**src/rtl/noise_ctrl_pkg.sv**
```systemverilog
// rtl/noise_ctrl_pkg.sv - shared state encoding and default sizes for the noise table loader
//
// Purpose : state enum for the table-load sequencer and the default table
//           geometry shared with the noise wrapper.
// Ports   : none (package).
package noise_ctrl_pkg;

    localparam int NOISE_TBL_DEPTH = 128;
    localparam int NOISE_ADDR_W    = 14;
    localparam int NOISE_DATA_W    = 64;

    typedef enum logic [1:0] {
        IDLE  = 2'd0,
        LOAD  = 2'd1,
        DRAIN = 2'd2,
        RUN   = 2'd3
    } state_t;

endpackage

```
**src/rtl/rd_lat_pipe.sv**
```systemverilog
// rtl/rd_lat_pipe.sv - read-latency shift register carrying {valid, index}
//
// Purpose : delays each issued read's valid bit and table index by DEPTH
//           cycles so the write strobe lines up with the memory data.
// Ports   : clk, rstn      - clock, asynchronous active-low reset
//           i_vld, i_idx   - issue strobe and table index entering the pipe
//           o_vld, o_idx   - registered output stage (DEPTH cycles later)
//           o_pre_vld/idx  - value that will load into the output stage next
//           o_empty        - nothing in flight behind the output stage
module rd_lat_pipe #(
    parameter int DEPTH = 1,
    parameter int IDX_W = 8
) (
    input  logic             clk,
    input  logic             rstn,
    input  logic             i_vld,
    input  logic [IDX_W-1:0] i_idx,
    output logic             o_vld,
    output logic [IDX_W-1:0] o_idx,
    output logic             o_pre_vld,
    output logic [IDX_W-1:0] o_pre_idx,
    output logic             o_empty
);

    logic [DEPTH-1:0] r_vld;
    logic [IDX_W-1:0] r_idx [DEPTH];

    // Chain element 0 is the pipe input, element k+1 is stage k; this keeps
    // the DEPTH=1 case free of negative stage indices.
    logic [DEPTH:0]   w_vld_chain;
    logic [IDX_W-1:0] w_idx_chain [DEPTH+1];

    always_comb begin
        w_vld_chain[0] = i_vld;
        w_idx_chain[0] = i_idx;
        for (int k = 0; k < DEPTH; k++) begin
            w_vld_chain[k+1] = r_vld[k];
            w_idx_chain[k+1] = r_idx[k];
        end
    end

    always_ff @(posedge clk or negedge rstn) begin
        if (!rstn) begin
            r_vld <= '0;
            for (int k = 0; k < DEPTH; k++) r_idx[k] <= '0;
        end else begin
            r_vld <= w_vld_chain[DEPTH-1:0];
            for (int k = 0; k < DEPTH; k++) r_idx[k] <= w_idx_chain[k];
        end
    end

    assign o_vld     = r_vld[DEPTH-1];
    assign o_idx     = r_idx[DEPTH-1];
    assign o_pre_vld = w_vld_chain[DEPTH-1];
    assign o_pre_idx = w_idx_chain[DEPTH-1];
    assign o_empty   = ~|w_vld_chain[DEPTH-1:0];

endmodule

```
**src/rtl/noise_tbl_load_ctrl.sv**
```systemverilog
// rtl/noise_tbl_load_ctrl.sv - sequencer loading the noise table from memory port 2
//
// Purpose : reads TBL_DEPTH entries from memory port 2, writes them into the
//           noise wrapper table, then enables the noise datapath; a start in
//           RUN halts noise and reloads the table.
// Ports   : clk, rstn          - clock, asynchronous active-low reset
//           start, base_addr   - load/reload request and entry-0 address
//           mem_addr, mem_rd   - memory port-2 read request
//           mem_readdata       - memory read data (RD_LAT cycles after mem_rd)
//           tbl_wr, tbl_location, tbl_data - table write to the wrapper
//           load_done          - pulse with the final table write
//           noise_en, busy     - datapath enable, load in progress
module noise_tbl_load_ctrl
    import noise_ctrl_pkg::*;
#(
    parameter int TBL_DEPTH = NOISE_TBL_DEPTH,
    parameter int ADDR_W    = NOISE_ADDR_W,
    parameter int ADDR_STEP = 4,
    parameter int RD_LAT    = 1,
    parameter int DATA_W    = NOISE_DATA_W
) (
    input  logic              clk,
    input  logic              rstn,
    input  logic              start,
    input  logic [ADDR_W-1:0] base_addr,
    output logic [ADDR_W-1:0] mem_addr,
    output logic              mem_rd,
    input  logic [DATA_W-1:0] mem_readdata,
    output logic              tbl_wr,
    output logic [7:0]        tbl_location,
    output logic [DATA_W-1:0] tbl_data,
    output logic              load_done,
    output logic              noise_en,
    output logic              busy
);

    localparam logic [7:0]        LAST_IDX = 8'(TBL_DEPTH - 1);
    localparam logic [ADDR_W-1:0] STEP     = ADDR_W'(ADDR_STEP);

    state_t            r_state, w_state_nxt;
    logic [ADDR_W-1:0] r_mem_addr, w_mem_addr_nxt;
    logic              r_mem_rd, w_mem_rd_nxt;
    logic [7:0]        r_issue_idx, w_issue_idx_nxt;
    logic              r_load_done, w_load_done_nxt;
    logic              r_noise_en;
    logic              r_busy;

    logic              w_pipe_vld, w_pipe_pre_vld, w_pipe_empty;
    logic [7:0]        w_pipe_idx, w_pipe_pre_idx;

    // The pipe is fed from the registered read strobe, so its output stage
    // becomes the registered write strobe exactly RD_LAT cycles later.
    rd_lat_pipe #(
        .DEPTH (RD_LAT),
        .IDX_W (8)
    ) u_rd_lat_pipe (
        .clk       (clk),
        .rstn      (rstn),
        .i_vld     (r_mem_rd),
        .i_idx     (r_issue_idx),
        .o_vld     (w_pipe_vld),
        .o_idx     (w_pipe_idx),
        .o_pre_vld (w_pipe_pre_vld),
        .o_pre_idx (w_pipe_pre_idx),
        .o_empty   (w_pipe_empty)
    );

    always_comb begin
        w_state_nxt     = r_state;
        w_mem_addr_nxt  = r_mem_addr;
        w_mem_rd_nxt    = 1'b0;
        w_issue_idx_nxt = r_issue_idx;
        case (r_state)
            IDLE, RUN: begin
                if (start) begin
                    w_state_nxt     = LOAD;
                    w_mem_addr_nxt  = base_addr;
                    w_issue_idx_nxt = 8'd0;
                    w_mem_rd_nxt    = 1'b1;
                end
            end
            LOAD: begin
                if (r_issue_idx == LAST_IDX) begin
                    w_state_nxt = DRAIN;
                end else begin
                    w_issue_idx_nxt = r_issue_idx + 8'd1;
                    // Address wraps modulo 2^ADDR_W by design.
                    w_mem_addr_nxt  = r_mem_addr + STEP;
                    w_mem_rd_nxt    = 1'b1;
                end
            end
            DRAIN: begin
                if (r_load_done && w_pipe_empty) w_state_nxt = RUN;
            end
            default: w_state_nxt = IDLE;
        endcase
        // Registered so the pulse coincides with the final table write.
        w_load_done_nxt = w_pipe_pre_vld && (w_pipe_pre_idx == LAST_IDX);
    end

    always_ff @(posedge clk or negedge rstn) begin
        if (!rstn) begin
            r_state     <= IDLE;
            r_mem_addr  <= '0;
            r_mem_rd    <= 1'b0;
            r_issue_idx <= '0;
            r_load_done <= 1'b0;
            r_noise_en  <= 1'b0;
            r_busy      <= 1'b0;
        end else begin
            r_state     <= w_state_nxt;
            r_mem_addr  <= w_mem_addr_nxt;
            r_mem_rd    <= w_mem_rd_nxt;
            r_issue_idx <= w_issue_idx_nxt;
            r_load_done <= w_load_done_nxt;
            r_noise_en  <= (w_state_nxt == RUN);
            r_busy      <= (w_state_nxt == LOAD) || (w_state_nxt == DRAIN);
        end
    end

    assign mem_addr     = r_mem_addr;
    assign mem_rd       = r_mem_rd;
    assign tbl_wr       = w_pipe_vld;
    assign tbl_location = w_pipe_idx;
    assign tbl_data     = w_pipe_vld ? mem_readdata : '0;
    assign load_done    = r_load_done;
    assign noise_en     = r_noise_en;
    assign busy         = r_busy;

endmodule

```
**config.mk**
```make
export PLATFORM = sky130hd
export DESIGN_NAME = noise_tbl_load_ctrl
export DESIGN_NICKNAME = d
export VERILOG_FILES = /design/src/rtl/noise_ctrl_pkg.sv /design/src/rtl/rd_lat_pipe.sv /design/src/rtl/noise_tbl_load_ctrl.sv
export SDC_FILE = /design/constraint.sdc
export NUM_CORES = 1
export LEC_CHECK = 0
export ABC_CLOCK_PERIOD_IN_PS = 3330
export CORE_AREA = 2 2 84 86
export DETAILED_ROUTE_END_ITERATION = 16
export DIE_AREA = 0 0 86 88
export PLACE_DENSITY = 0.94
export SYNTH_ARGS = -nofsm -noshare
export SYNTH_HDL_FRONTEND = slang
export SYNTH_HIERARCHICAL = 1
export SYNTH_SLANG_ARGS = --single-unit
```
**constraint.sdc**
```tcl
create_clock -name clk -period 3.33 [get_ports clk]
set_input_delay 0.4995 -clock clk [delete_from_list [all_inputs] [get_ports clk]]
set_output_delay 0.4995 -clock clk [all_outputs]
set_load 0.1 [all_outputs]
```
==> impl_metrics.json <==
{
  "setup_violations": 0,
  "power.density_mw_per_mm2": 318,
  "internal_power_mw": 0.750,
  "grt_max_degree": 38,
  "path_buf_inv": 1,
  "ys_types": 51,
  "synth-seq-area-share": 0.380,
  "drt-initial-drc-count": 90,
  "arrival_ns": 1.94,
  "cp_max_fo": 6,
  "ant_nets": 0,
  "avgRoutedWirePerCell_um": 17.2,
  "areaGrowthSynthToFinish_pct": 65.4,
  "synth_area_per_cell_um2": 8.79,
  "maxCapViolCount": 0,
  "hp-start": "mem_rd",
  "finalInstanceArea_mm2": 0.00403,
  "hold_viol": 0,
  "dr_total_vias": 2665,
  "dpl.hpwl_mm": 6.86,
  "antenna_found_initial": 0,
  "die-area_mm2": 0.00757,
  "coreArea_mm2": 0.00664,
  "reg2reg_from": "r_state[0]",
  "startpoint_type": "flop",
  "clockBufferDepth": 2,
  "postSynthCellCount": 277,
  "die_y_um": 88,
  "yosysWarnings": 6,
  "via_per_inst": 5.17,
  "rsz0062_at_grt": "false",
  "numCtsBuffers": 5,
  "cts_hold_buf": 0,
  "cts_root_buffer": "clkbuf_8",
  "antenna_cells": 0,
  "h-tree-depth": 2,
  "synth_top_family_by_area": "simple AND/OR/NAND/NOR gates",
  "gp_congestion": 0.864,
  "drt-total-wl_mm": 8.85,
  "rows": 30,
  "syn-num-nets": 364,
  "pin_count": 172,
  "grt_pass1_wl_mm": 13.5,
  "vdd_drop_max_uv": 236,
  "ys_ff_latch": 37,
  "power.switching_mw": 0.529,
  "fin_ws_ns": 0.895,
  "p_leak_nw": 1.76,
  "min_period_over_period": 0.731,
  "crit_type": "flop to output pin",
  "synthSimpleGateAreaFrac": 0.328,
  "worst_path_max_delay_cell": "clkdlybuf4s50_1",
  "worstSetupEndpointType": "output pin",
  "final-seq-area_um2": 926,
  "place_ws_ns": 0.911,
  "placed_area_mm2": 0.00394,
  "post_cts_buffers": 0,
  "synthesis.area_mm2": 0.00243,
  "drv_slew": 0,
  "crit_start": "mem_addr[2]",
  "yosysTopAreaCellShare": 0.380,
  "synth_adder_area_share": 0.0308,
  "grt_use_total": 0.230,
  "ys.flop_type": "dfrtp_1",
  "drcViolationCount": 0,
  "p_clk_frac": 0.251,
  "synth_compound_gate_area_share": 0.172,
  "seqPwrFrac": 0.351,
  "cts.sinks": 37,
  "numPortBuffers": 171,
  "cpPeakStageDelay_ns": 1.17,
  "totalNegativeSetupSlack_ns": 0,
  "worst_slew_pin_slew_ns": 0.986,
  "grt_pass1_vias": 2581,
  "crit_required_ns": 2.83,
  "synth_edf_count": 0,
  "fp.dieW_um": 86,
  "async_flop_share": 1.00,
  "comb_power_share": 0.398,
  "period_needed_ns": 2.44,
  "drive_gt1_frac": 0.209,
  "dr.pass1.iters": 4,
  "layout.nets": 521,
  "path_cells": "clkdlybuf4s50_1",
  "clock.fmax_ghz": 0.411,
  "cts_tree": "done",
  "fin_worst_skew_ns": 0.0164,
  "final_core_util": 0.606,
  "clk-insertion-delay-late_ns": 0.30,
  "grt.overflow.total": 0,
  "status": "completed",
  "yosys.area.top_type": "dfrtp_1",
  "synth_xor_area_frac": 0.00360,
  "multi_input_comb_area_mm2": 0.00133,
  "crit_family": "buffers and inverters",
  "switching_share": 0.414,
  "initial_core_util": 0.366,
  "synthTopCellsByArea": "dfrtp_1 (38%), and2_1 (18%), o21ai_0 (3.3%)",
  "slew_headroom": 0.341,
  "clkTransAtPathRegs_ns": 0.09,
  "synth.area.mux_share": 0.0134,
  "post_cts_resized": 0,
  "hold_class": "flop to flop",
  "nFillCells": 568
}
==> synthesized netlist by cell type (2+ instances only) <==
cell type,instances
a22oi_1,3
a311o_1,2
nor2_1,14
buf_4,10
a22o_1,2
nor2b_1,2
a21oi_1,9
or4_1,2
o22ai_1,2
a31oi_1,3
nand4b_1,2
and2_1,69
nand3_1,12
buf_6,3
dfrtp_1,37
nand4_1,4
a211oi_1,3
and4_1,2
o31ai_1,4
nand2_1,18
inv_1,5
o21ai_0,16
and3_1,3
nor3_1,9
clkbuf_1,9
ha_1,6
buf_1,2
==> cell type report <==
class / count / area share
repair buffers: 175 / 0.387
multi-input cells: 210 / 0.331
flip-flops and latches: 37 / 0.230
well taps: 80 / 0.0249
clock buffers: 5 / 0.0171
clock inverters: 3 / 0.00528
inverters: 5 / 0.00466
==> logic make-up after synthesis <==
kind of cell	after synthesis
muxes	2
buffers and inverters	30
and+or+nand+nor	142
xor gates and xnor gates	1
AOI/OAI and AO/OA	59
DFF	37
adders and majority gates	6
==> registers in the layout (all words and copies together), names as in the netlist <==
| signal | cells |
|---|---|
| u_rd_lat_pipe/o_idx | 8 |
| mem_rd | 1 |
| noise_en | 1 |
| r_state | 2 |
| load_done | 1 |
| mem_addr | 14 |
| busy | 1 |
| u_rd_lat_pipe/o_vld | 1 |
| r_issue_idx | 8 |
==> worst paths after layout <==
path | end | slack [ns] | cells after the start
worst max-delay path | mem_addr[2] | 0.89 | 1
worst min-delay path | u_rd_lat_pipe/o_vld | 0.45 | 0
max in group asynchronous | mem_rd | 2.36 | 2
min in group asynchronous | mem_addr[3] | 0.61 | 2
worst max register to register | mem_addr[7] | 1.11 | 6
worst min register to register | u_rd_lat_pipe/o_vld | 0.45 | 0
==> power by group through the flow <==
stage / clock, mW / sequential [mW] / combinational (mW)
detailed placement: 0 / 0.458 / 0.509
CTS: 0.324 / 0.449 / 0.511
global route: 0.348 / 0.449 / 0.523
finish: 0.321 / 0.449 / 0.508
global placement: 0 / 0.458 / 0.508
floorplan: 0 / 0.458 / 0.331
==> cell usage in the layout, fill, tap and decap left out, types with 2 or more instances in the layout <==
cell,count
a211oi_1,3
a21oi_1,9
a22o_1,2
a22oi_1,3
a311o_1,2
a31oi_1,3
and2_1,69
and3_1,3
and4_1,2
buf_4,78
clkbuf_8,5
clkdlybuf4s50_1,97
dfrtp_1,37
ha_1,6
inv_1,5
nand2_1,18
nand3_1,12
nand4_1,4
nand4b_1,2
nor2_1,14
nor2b_1,2
nor3_1,9
o21ai_0,16
o22ai_1,2
o31ai_1,4
or4_1,2
==> per-stage QoR <==
| step | hold WS [ns] | total power, mW | instances |
|---|---|---|---|
| after detailed placement | 0.442 | 0.967 | 507 |
| after global routing | 0.477 | 1.32 | 515 |
| final | 0.448 | 1.28 | 515 |
| after CTS | 0.460 | 1.28 | 515 |
| after global placement | 0.456 | 0.966 | 507 |
| after floorplan | 0.204 | 0.789 | 277 |
==> metal layers <==
layer,vias to the layer above,share of wire,GRT usage
met2,125,0.52,0.431
met4,0,0.014,0.0620
met1,1257,0.38,0.259
met3,7,0.093,0.0556
li1,1276,-,-
met5,-,0,0
(Power assumes the default switching activity.)
